**config.mk**
```make
export PLATFORM = sky130hd
export DESIGN_NAME = mem2_align_stage_flat
export DESIGN_NICKNAME = d
export VERILOG_FILES = /design/src/rtl/mem2_align_if.sv /design/src/rtl/mem2_align_stage.sv /design/src/flat_wrapper.sv
export SDC_FILE = /design/constraint.sdc
export NUM_CORES = 1
export LEC_CHECK = 0
export BUFFER_PORTS_ARGS = -buffer_cell sky130_fd_sc_hd__buf_2
export CORE_ASPECT_RATIO = 0.5
export CORE_UTILIZATION = 45
export DETAILED_ROUTE_END_ITERATION = 10
export HOLD_SLACK_MARGIN = 0.06
export PLACE_DENSITY = 0.73
export SYNTH_ARGS = -nofsm -noshare
export SYNTH_HDL_FRONTEND = slang
export SYNTH_SLANG_ARGS = --single-unit
```
**constraint.sdc**
```tcl
create_clock -name clk -period 2.44 [get_ports clk]
set_clock_uncertainty 0.1 [all_clocks]
set_input_delay 0.122 -clock clk [delete_from_list [all_inputs] [get_ports clk]]
set_output_delay 0.122 -clock clk [all_outputs]
set_load 0.01 [all_outputs]
```
**src/rtl/mem2_align_if.sv**
```systemverilog
// mem2_align_if
//   Request/result bundle for the mem2 alignment stage.
//   in_*  : request fields from the execute side, the BRAM read word and the
//           per-thread flush command (driven by master, consumed by slave).
//   out_* : registered write-back result and per-thread busy mask
//           (driven by slave, consumed by master).
//   Handshake: in_valid has no ready partner. The stage never stalls, so a
//   request is accepted on every rising edge where in_valid is high, and
//   out_valid is a one-cycle pulse with no back-pressure.
interface mem2_align_if #(
    parameter int DATA_WIDTH        = 64,
    parameter int REG_INDEX_BITS    = 5,
    parameter int THREAD_INDEX_BITS = 3
);
    localparam int OFF_BITS = $clog2(DATA_WIDTH / 8);
    localparam int THREADS  = 2 ** THREAD_INDEX_BITS;

    logic                         in_valid;
    logic                         in_write_back_flag;
    logic                         in_load_word_flag;
    logic [1:0]                   in_load_size;
    logic                         in_load_signed;
    logic [OFF_BITS-1:0]          in_byte_offset;
    logic [REG_INDEX_BITS-1:0]    in_reg_index;
    logic [THREAD_INDEX_BITS-1:0] in_thread_index;
    logic [DATA_WIDTH-1:0]        in_reg_data;
    logic [DATA_WIDTH-1:0]        in_bram_data;
    logic                         in_flush;
    logic [THREAD_INDEX_BITS-1:0] in_flush_thread;

    logic                         out_valid;
    logic                         out_write_back_flag;
    logic [REG_INDEX_BITS-1:0]    out_reg_index;
    logic [THREAD_INDEX_BITS-1:0] out_thread_index;
    logic [DATA_WIDTH-1:0]        out_data;
    logic [THREADS-1:0]           out_busy_mask;

    modport master (
        output in_valid, in_write_back_flag, in_load_word_flag, in_load_size,
               in_load_signed, in_byte_offset, in_reg_index, in_thread_index,
               in_reg_data, in_bram_data, in_flush, in_flush_thread,
        input  out_valid, out_write_back_flag, out_reg_index, out_thread_index,
               out_data, out_busy_mask
    );

    modport slave (
        input  in_valid, in_write_back_flag, in_load_word_flag, in_load_size,
               in_load_signed, in_byte_offset, in_reg_index, in_thread_index,
               in_reg_data, in_bram_data, in_flush, in_flush_thread,
        output out_valid, out_write_back_flag, out_reg_index, out_thread_index,
               out_data, out_busy_mask
    );
endinterface

```
**src/rtl/mem2_align_stage.sv**
```systemverilog
// mem2_align_stage
//   Second memory stage: carries request control fields alongside an
//   outstanding BRAM read, then selects/extends the loaded lane (or passes the
//   ALU result for non-loads) into a registered write-back result.
//   Latency is BRAM_LATENCY+1 cycles, one request per cycle, no stall.
// Ports
//   clk   : rising-edge clock
//   rst_n : asynchronous active-low reset
//   bus   : mem2_align_if.slave (request, BRAM word, flush, result, busy mask)
module mem2_align_stage #(
    parameter int DATA_WIDTH        = 64,
    parameter int REG_INDEX_BITS    = 5,
    parameter int THREAD_INDEX_BITS = 3,
    parameter int BRAM_LATENCY      = 1
) (
    input  logic         clk,
    input  logic         rst_n,
    mem2_align_if.slave  bus
);
    localparam int         OFF_BITS = $clog2(DATA_WIDTH / 8);
    localparam int         THREADS  = 2 ** THREAD_INDEX_BITS;
    // Largest log2(bytes) a load can actually use at this data width.
    localparam logic [1:0] MAX_LSZ  = 2'(OFF_BITS);

    typedef struct packed {
        logic                         valid;
        logic                         write_back;
        logic                         load;
        logic [1:0]                   load_size;
        logic                         load_signed;
        logic [OFF_BITS-1:0]          byte_offset;
        logic [REG_INDEX_BITS-1:0]    reg_index;
        logic [THREAD_INDEX_BITS-1:0] thread;
        logic [DATA_WIDTH-1:0]        reg_data;
    } entry_t;

    // stage_q[0] is the newest entry, stage_q[BRAM_LATENCY-1] is the head
    // that lines up with the BRAM word.
    entry_t stage_q [BRAM_LATENCY];
    entry_t stage_d [BRAM_LATENCY];
    entry_t head;

    logic                         out_valid_q,  out_valid_d;
    logic                         out_wb_q,     out_wb_d;
    logic [REG_INDEX_BITS-1:0]    out_reg_q,    out_reg_d;
    logic [THREAD_INDEX_BITS-1:0] out_thread_q, out_thread_d;
    logic [DATA_WIDTH-1:0]        out_data_q,   out_data_d;

    logic [1:0]            eff_lsz;
    logic [OFF_BITS-1:0]   off_mask;
    logic [OFF_BITS-1:0]   aligned_off;
    logic [DATA_WIDTH-1:0] shifted;
    logic [DATA_WIDTH-1:0] keep_mask;
    logic                  lane_msb;
    logic [DATA_WIDTH-1:0] load_data;
    logic                  head_kill;
    logic [THREADS-1:0]    busy_mask;

    assign head = stage_q[BRAM_LATENCY-1];

    // Delay line. A new request is never killed by a same-cycle flush; only
    // entries already held in registers are compared against the flush thread.
    always_comb begin
        stage_d[0].valid       = bus.in_valid;
        stage_d[0].write_back  = bus.in_write_back_flag;
        stage_d[0].load        = bus.in_load_word_flag;
        stage_d[0].load_size   = bus.in_load_size;
        stage_d[0].load_signed = bus.in_load_signed;
        stage_d[0].byte_offset = bus.in_byte_offset;
        stage_d[0].reg_index   = bus.in_reg_index;
        stage_d[0].thread      = bus.in_thread_index;
        stage_d[0].reg_data    = bus.in_reg_data;
        for (int i = 1; i < BRAM_LATENCY; i++) begin
            stage_d[i]       = stage_q[i-1];
            stage_d[i].valid = stage_q[i-1].valid &&
                               !(bus.in_flush && (stage_q[i-1].thread == bus.in_flush_thread));
        end
    end

    // Lane select and extension for the head entry.
    always_comb begin
        eff_lsz     = (head.load_size > MAX_LSZ) ? MAX_LSZ : head.load_size;
        // Clears the low eff_lsz offset bits; wraps to zero for full width.
        off_mask    = ~((OFF_BITS'(1) << eff_lsz) - OFF_BITS'(1));
        aligned_off = head.byte_offset & off_mask;
        shifted     = bus.in_bram_data >> {aligned_off, 3'b000};
        keep_mask   = '1;
        lane_msb    = shifted[DATA_WIDTH-1];
        case (eff_lsz)
            2'd0: begin keep_mask = DATA_WIDTH'(8'hFF);         lane_msb = shifted[7];  end
            2'd1: begin keep_mask = DATA_WIDTH'(16'hFFFF);      lane_msb = shifted[15]; end
            2'd2: begin keep_mask = DATA_WIDTH'(32'hFFFF_FFFF); lane_msb = shifted[31]; end
            default: begin keep_mask = '1; lane_msb = shifted[DATA_WIDTH-1]; end
        endcase
        load_data = (shifted & keep_mask) |
                    ({DATA_WIDTH{head.load_signed & lane_msb}} & ~keep_mask);
    end

    // Output register reloads from the head every cycle, so an output entry
    // of a flushed thread is always replaced on the flush edge.
    always_comb begin
        head_kill    = bus.in_flush && (head.thread == bus.in_flush_thread);
        out_valid_d  = head.valid && !head_kill;
        out_wb_d     = head.valid && !head_kill && head.write_back;
        out_reg_d    = head.reg_index;
        out_thread_d = head.thread;
        out_data_d   = head.load ? load_data : head.reg_data;
    end

    always_ff @(posedge clk or negedge rst_n) begin
        if (!rst_n) begin
            for (int i = 0; i < BRAM_LATENCY; i++) begin
                stage_q[i] <= '0;
            end
            out_valid_q  <= 1'b0;
            out_wb_q     <= 1'b0;
            out_reg_q    <= '0;
            out_thread_q <= '0;
            out_data_q   <= '0;
        end else begin
            for (int i = 0; i < BRAM_LATENCY; i++) begin
                stage_q[i] <= stage_d[i];
            end
            out_valid_q  <= out_valid_d;
            out_wb_q     <= out_wb_d;
            out_reg_q    <= out_reg_d;
            out_thread_q <= out_thread_d;
            out_data_q   <= out_data_d;
        end
    end

    always_comb begin
        busy_mask = '0;
        for (int i = 0; i < BRAM_LATENCY; i++) begin
            if (stage_q[i].valid) begin
                busy_mask[stage_q[i].thread] = 1'b1;
            end
        end
        if (out_valid_q) begin
            busy_mask[out_thread_q] = 1'b1;
        end
    end

    assign bus.out_valid           = out_valid_q;
    assign bus.out_write_back_flag = out_wb_q;
    assign bus.out_reg_index       = out_reg_q;
    assign bus.out_thread_index    = out_thread_q;
    assign bus.out_data            = out_data_q;
    assign bus.out_busy_mask       = busy_mask;
endmodule

```
**src/flat_wrapper.sv**
```systemverilog
// flat-port wrapper written by rule: the top's interface ports become plain ports
module mem2_align_stage_flat 
#(
    parameter int DATA_WIDTH        = 64,
    parameter int REG_INDEX_BITS    = 5,
    parameter int THREAD_INDEX_BITS = 3,
    parameter int BRAM_LATENCY      = 1
)
  (clk, rst_n, bus_in_valid, bus_in_write_back_flag, bus_in_load_word_flag, bus_in_load_size, bus_in_load_signed, bus_in_byte_offset, bus_in_reg_index, bus_in_thread_index, bus_in_reg_data, bus_in_bram_data, bus_in_flush, bus_in_flush_thread, bus_out_valid, bus_out_write_back_flag, bus_out_reg_index, bus_out_thread_index, bus_out_data, bus_out_busy_mask);
  mem2_align_if #(.DATA_WIDTH(DATA_WIDTH), .REG_INDEX_BITS(REG_INDEX_BITS), .THREAD_INDEX_BITS(THREAD_INDEX_BITS)) bus_i ();
  input  logic clk;
  input  logic rst_n;
  input wire logic [$bits(bus_i.in_valid)-1:0] bus_in_valid;
  input wire logic [$bits(bus_i.in_write_back_flag)-1:0] bus_in_write_back_flag;
  input wire logic [$bits(bus_i.in_load_word_flag)-1:0] bus_in_load_word_flag;
  input wire logic [$bits(bus_i.in_load_size)-1:0] bus_in_load_size;
  input wire logic [$bits(bus_i.in_load_signed)-1:0] bus_in_load_signed;
  input wire logic [$bits(bus_i.in_byte_offset)-1:0] bus_in_byte_offset;
  input wire logic [$bits(bus_i.in_reg_index)-1:0] bus_in_reg_index;
  input wire logic [$bits(bus_i.in_thread_index)-1:0] bus_in_thread_index;
  input wire logic [$bits(bus_i.in_reg_data)-1:0] bus_in_reg_data;
  input wire logic [$bits(bus_i.in_bram_data)-1:0] bus_in_bram_data;
  input wire logic [$bits(bus_i.in_flush)-1:0] bus_in_flush;
  input wire logic [$bits(bus_i.in_flush_thread)-1:0] bus_in_flush_thread;
  output wire logic [$bits(bus_i.out_valid)-1:0] bus_out_valid;
  output wire logic [$bits(bus_i.out_write_back_flag)-1:0] bus_out_write_back_flag;
  output wire logic [$bits(bus_i.out_reg_index)-1:0] bus_out_reg_index;
  output wire logic [$bits(bus_i.out_thread_index)-1:0] bus_out_thread_index;
  output wire logic [$bits(bus_i.out_data)-1:0] bus_out_data;
  output wire logic [$bits(bus_i.out_busy_mask)-1:0] bus_out_busy_mask;
  assign bus_i.in_valid = bus_in_valid;
  assign bus_i.in_write_back_flag = bus_in_write_back_flag;
  assign bus_i.in_load_word_flag = bus_in_load_word_flag;
  assign bus_i.in_load_size = bus_in_load_size;
  assign bus_i.in_load_signed = bus_in_load_signed;
  assign bus_i.in_byte_offset = bus_in_byte_offset;
  assign bus_i.in_reg_index = bus_in_reg_index;
  assign bus_i.in_thread_index = bus_in_thread_index;
  assign bus_i.in_reg_data = bus_in_reg_data;
  assign bus_i.in_bram_data = bus_in_bram_data;
  assign bus_i.in_flush = bus_in_flush;
  assign bus_i.in_flush_thread = bus_in_flush_thread;
  assign bus_out_valid = bus_i.out_valid;
  assign bus_out_write_back_flag = bus_i.out_write_back_flag;
  assign bus_out_reg_index = bus_i.out_reg_index;
  assign bus_out_thread_index = bus_i.out_thread_index;
  assign bus_out_data = bus_i.out_data;
  assign bus_out_busy_mask = bus_i.out_busy_mask;
  mem2_align_stage #(.DATA_WIDTH(DATA_WIDTH), .REG_INDEX_BITS(REG_INDEX_BITS), .THREAD_INDEX_BITS(THREAD_INDEX_BITS), .BRAM_LATENCY(BRAM_LATENCY)) u_core (.clk(clk), .rst_n(rst_n), .bus(bus_i));
endmodule
```
==> run metrics, run 1 <==
status finished, violations left; failing checks negative setup slack; clk slew on worst S/H paths 0.06 ns; hold endpoint u_core.bus.out_data[2]$_DFF_PN0_; initial antenna violation count 3; share of flip-flops with an asynchronous set or reset 100%; vias in the first global route 6160; Seq cells post-synth 155; DIE WIDTH 173 um; first-pass GRT wire length 32300 um; crit share post-route 101%; transition time of the tightest slew-check pin 0.495 ns; Pleak 4.74 nW; number of flops mapped to enable cells by yosys 0; Worst Hold Class input pin to register; syn nets 710; yosys warns 0; Avg Cell Area, Syn 11.8 sq um; clk root buf clkbuf_16; Nets 1076; via count 6200; H-tree depth 4; Fin. Hold Viols 0; Overall Power 6.72 mW; Die Ht 87.8 um; Syn-to-layout area delta 51.2%; DRC 0; Multi-input gate area 0.00251 sq mm; commonest non-fill, non-tap cell in the layout buf_2; final setup margin -0.0122 ns; count of cell types in the netlist 50; Worst Path Max Fanout 32; Crit path required time 2.63 ns; Via density 5.49; share of cells above drive strength 1 37.1%; Rows 30; Worst Min Path Start bus_in_bram_data[2]; Worst R2R Setup Slack -0.01 ns; worst r2r dst u_core.bus.out_data[35]$_DFF_PN0_; reg2reg path depth 8; critical path class register to register; CTS tree done; All-Layer GR Usage 28.5%; drt total wl 21600 um; clock buffer count from CTS 17; IO Count 233; drt wl/cell 19.1 um; crit path DAT 2.64 ns; reg2reg start u_core.head[77]$_DFF_PN0_; Register Area 0.00388 sq mm; Die ar. 0.0152 sq mm; largest net degree at the start of global routing 90; clock sink total 155; GRT Residual Overflow 0; Initial Utilization 47.5%; Tmin final 2.45 ns; hold path depth 5; number of max-cap violations 0; Slew HR 67.0%; clk buf depth 2; filler instances 975; max frequency 0.408 GHz; pwr/cell area 671 mW/mm^2; Post-Synthesis Cells 559; final core utilization 71.9%; # diodes 0; antenna-violating nets left 0; Setup-failing EPs final 2; 1st-pass router iterations 5; Worst Setup Start Kind register; worst vdd ir 0.000443 V; Synth Cell Area 0.00662 sq mm; most frequent cells in the layout buf_2, dfrtp_1, dlygate4sd3_1; Core Area 0.0139 sq mm; Port Buf Inserts 232; Max Slew Vio Count 0; dpl hpwl 14200 um; DR iter-0 viols 530; RSZ-0062 raised after global routing true; gpl congestion 0.924; CP Capture Type register; Post-synth top flop dfrtp_1; post-synthesis sequential area ratio 58.6%; worst skew pair latency 0.42 ns
[cell type report]
class                      instances  area share [%]
clock buffer                      18            4.29
clock inverter                    14            1.84
inverter                          15           0.563
multi-input combinational        347            25.1
sequential                       155            38.8
tap                              192            2.40
timing repair buffer             389            27.0
[through the flow]
stage	hold slack (ns)	setup WS, ns	TNS (ns)	cells	instance area (sq um)
6_report	0.0864	-0.0122	-0.0179	1130	10000
3_3_place_gp	0.0348	0.0912	0	987	8250
2_1_floorplan	-0.274	0.242	0	559	6620
5_1_grt	0.0848	-0.0903	-0.999	1130	10000
3_5_place_dp	0.0401	0.0293	0	987	8250
4_1_cts	0.0703	0.00470	0	1127	9940
[worst max-delay path by stage]
stage	start	endpoint	slack (ns)	cells after the start
floorplan	u_core.head[76]$_DFF_PN0_	u_core.bus.out_data[44]$_DFF_PN0_	0.24	8
global placement	u_core.head[77]$_DFF_PN0_	u_core.bus.out_data[33]$_DFF_PN0_	0.09	7
detailed placement	u_core.head[77]$_DFF_PN0_	u_core.bus.out_data[60]$_DFF_PN0_	0.03	7
CTS	u_core.head[77]$_DFF_PN0_	u_core.bus.out_data[61]$_DFF_PN0_	0.005	7
global route	u_core.head[77]$_DFF_PN0_	u_core.bus.out_data[62]$_DFF_PN0_	-0.09	8
finish	u_core.head[77]$_DFF_PN0_	u_core.bus.out_data[35]$_DFF_PN0_	-0.01	8
[timing repair]
item / CTS / global route
hold buffers: 108 / 0
setup buffers: 0 / 3
endpoints found under the setup margin: 0 / 47
resized for setup: 0 / 14
endpoints found under the hold margin: 263 / 0
[state kept, by name (all words and copies together) (netlist names)]
| signal | cells |
|---|---|
| u_core.bus.out_reg_index | 5 |
| u_core.bus.out_valid | 1 |
| u_core.bus.out_data | 64 |
| u_core.out_thread_d | 3 |
| u_core.bus.out_write_back_flag | 1 |
| u_core.head | 73 |
| u_core.bus.out_thread_index | 3 |
| u_core.out_reg_d | 5 |
[routing by layer]
layer	vias to the layer above	routed length [um]	track usage [%]
met4	4	767	13.8
met5	-	24	0
met2	326	10100	45.8
met1	3006	9010	36.7
met3	74	1700	7.42
li1	2790	-	-
[cells in the mapped netlist (3+ instances only)]
cell / number / area (sq um)
nand3_1: 3 / 15.0
a31oi_1: 10 / 62.6
o311ai_0: 7 / 61.3
mux2i_1: 50 / 500
a221o_1: 27 / 270
nor2b_1: 5 / 31.3
nor2_1: 43 / 161
o22ai_1: 7 / 43.8
a211oi_1: 17 / 128
nand3b_1: 6 / 45.0
mux2_2: 11 / 124
a221oi_1: 6 / 52.6
a21oi_1: 33 / 165
buf_2: 9 / 45.0
inv_1: 14 / 52.6
and2_1: 3 / 18.8
a311oi_1: 3 / 26.3
xnor2_1: 3 / 26.3
buf_6: 6 / 67.6
dfrtp_1: 155 / 3880
o221ai_1: 6 / 52.6
nand2b_1: 9 / 56.3
clkbuf_1: 23 / 86.3
o21ai_0: 20 / 100
or4b_1: 4 / 40.0
nand2_1: 46 / 173
[cells by family after synthesis]
family                    share of synthesized area (%)
AOI/OAI and AO/OA                                  17.8
xor gates and xnor gates                          0.397
buffers and inverters                              4.20
DFF                                                58.6
muxes                                              10.1
and+or+nand+nor                                    8.85
[worst max-delay path: stages (launching register included)]
cell and delay [ns]:
dfrtp_2 0.43, buf_4 0.16, or4b_4 0.57, nor2_2 0.15, a311oi_2 0.08, o221ai_2 0.25
a21oi_4 0.10, buf_12 0.17, a221o_1 0.30
[power breakdown]
| part | switching (mW) | internal [mW] | leakage [nW] |
|---|---|---|---|
| sequential | 0.0675 | 2.75 | 1.83 |
| clock | 1.11 | 1.63 | 0.286 |
| combinational | 0.598 | 0.561 | 2.62 |
| total | 1.77 | 4.94 | 4.74 |
(Power assumes the default switching activity.)
==> run 2, diff against run 1 <==
Settings changed: SKIP_CTS_REPAIR_TIMING set to 1.
==> run 2 against run 1 <==
  * Sequential power about the same
  * Worst hold slack got worse by 0.022 ns
  * Clock-buffer cell count unchanged
  * Sequential share of layout area unchanged
  * Cell count unchanged
  * Maximum frequency decreased by 0.44%
  * The flow still finishes with violations (negative setup slack)
  * Sequential cell count unchanged
  * Highest routed layer unchanged
  * Combinational power about the same
==> run metrics, run 2 (synthesis gave the netlist of run 1 again) <==
antenna-violating nets left 0 (unchanged); initial antenna violation count 2 (was 3); # diodes 0 (unchanged); DRC 0 (unchanged); Rows 30 (unchanged); Slowest Stage Delay on Critical Path 0.56 ns (was 0.57 ns); Final TNS setup -0.0307 ns (was -0.0179 ns); final setup margin -0.0229 ns (was -0.0122 ns); clock buffer count from CTS 17 (unchanged); Die Ht 87.8 um (unchanged); dpl hpwl 14200 um (unchanged); Fin. Hold Viols 0 (unchanged); status finished, violations left (unchanged); H-tree depth 4 (unchanged); Initial Utilization 47.5% (unchanged); commonest non-fill, non-tap cell in the layout buf_2 (unchanged); drt wl/cell 19.3 um (was 19.1 um); final core utilization 71.9% (unchanged); Worst Hold Class input pin to register (unchanged); pwr/cell area 672 mW/mm^2 (was 671 mW/mm^2); CTS tree done (unchanged); max frequency 0.406 GHz (was 0.408 GHz); RSZ-0062 raised after global routing true (unchanged); Tmin final 2.46 ns (was 2.45 ns); DR iter-0 viols 524 (was 530); crit share post-route 101% (about the same); gpl congestion 0.924 (unchanged); Die ar. 0.0152 sq mm (unchanged); max reg flops 73 (unchanged); crit path DAT 2.66 ns (was 2.64 ns); Slew HR 65.9% (was 67.0%); via count 6180 (was 6200); 1st-pass router iterations 5 (unchanged); Worst Setup Start Kind register (unchanged); Nets 1076 (unchanged); IO Count 233 (unchanged); DIE WIDTH 173 um (unchanged); Via density 5.47 (was 5.49); filler instances 953 (was 975); Setup-failing EPs final 3 (was 2); failing checks negative setup slack (unchanged); Critical Path Slowest Stage Cell or4b_4 (unchanged); clk root buf clkbuf_16 (unchanged); smallest hold slack 0.0643 ns (was 0.0864 ns); Port Buf Inserts 232 (unchanged); most frequent cells in the layout buf_2, dfrtp_1, dlygate4sd3_1 (unchanged); clock sink total 155 (unchanged); worst skew pair latency 0.42 ns (about the same); clk buf depth 2 (unchanged); CP Capture Type register (unchanged); GRT Residual Overflow 0 (unchanged); drt total wl 21800 um (was 21600 um); Register Area 0.00388 sq mm (unchanged); transition time of the tightest slew-check pin 0.511 ns (was 0.495 ns); Pleak 4.74 nW (unchanged); number of max-cap violations 0 (unchanged); share of cells above drive strength 1 37.1% (unchanged); Max Slew Vio Count 0 (unchanged); pre-CTS setup slack 0.0293 ns (unchanged); worst vdd ir 0.000446 V (was 0.000443 V); Syn-to-layout area delta 51.2% (unchanged); Multi-input gate area 0.00251 sq mm (unchanged); largest net degree at the start of global routing 90 (unchanged); vias in the first global route 5327 (was 6160); critical path class register to register (unchanged); clk slew on worst S/H paths 0.07 ns (was 0.06 ns); worst-path cell chain buf_4 > or4b_4 > nor2_2 > a311oi_2 > o221ai_2 > a21oi_4 > buf_12 > a221o_1 (unchanged); Worst Path Max Fanout 32 (unchanged); first-pass GRT wire length 29000 um (was 32300 um); Crit path required time 2.63 ns (about the same); All-Layer GR Usage 25.6% (was 28.5%); Core Area 0.0139 sq mm (unchanged)
[run 2: layer usage]
metal	up-vias	global-route usage [%]	share of wire [%]
li1	2792	-	-
met1	3022	35.2	42
met2	311	40.2	47
met3	53	6.64	7.8
met4	2	8.45	2.5
met5	-	0	0.060
[run 2: worst max-delay path: cells and delay by family, from the launching register on]
family	cells	cell delay, ns
compound gates	4	0.74
buf+inv	2	0.33
flops	1	0.43
simple gates	2	0.71
[run 2: worst paths after layout]
path | cells past startpoint | end | startpoint | slack [ns]
setup reg to reg | 8 | u_core.bus.out_data[49]$_DFF_PN0_ | u_core.head[77]$_DFF_PN0_ | -0.02
hold reg to reg | 0 | u_core.bus.out_reg_index[1]$_DFF_PN0_ | u_core.out_reg_d[1]$_DFF_PN0_ | 0.25
hold / removal | 5 | u_core.bus.out_data[2]$_DFF_PN0_ | bus_in_bram_data[2] | 0.06
setup / recovery | 8 | u_core.bus.out_data[49]$_DFF_PN0_ | u_core.head[77]$_DFF_PN0_ | -0.02
min in group asynchronous | 3 | u_core.bus.out_reg_index[1]$_DFF_PN0_ | rst_n | 0.15
max in group asynchronous | 3 | u_core.head[26]$_DFF_PN0_ | rst_n | 1.65
[run 2: cell type report]
type	instances	area share, %
Sequential cell	155	38.8
Timing Repair Buffer	389	27.0
Tap cell	192	2.40
Clock inverter	14	1.84
Inverter	15	0.563
Multi-Input combinational cell	347	25.1
Clock buffer	18	4.29
[run 2: metrics by stage]
stage | power, mW | std cells | area (sq um)
3_3_place_gp | 3.83 | 987 | 8250
3_5_place_dp | 3.84 | 987 | 8250
5_1_grt | 6.98 | 1130 | 10000
4_1_cts | 6.57 | 1019 | 8860
2_1_floorplan | 3.32 | 559 | 6620
6_report | 6.72 | 1130 | 10000
[run 2: where the power goes]
group / internal, mW / leakage [nW] / total, mW / switching, mW
Sequential: 2.75 / 1.83 / 2.82 / 0.0680
Clock: 1.63 / 0.286 / 2.75 / 1.11
Combinational: 0.561 / 2.62 / 1.16 / 0.598
Total: 4.94 / 4.74 / 6.72 / 1.78
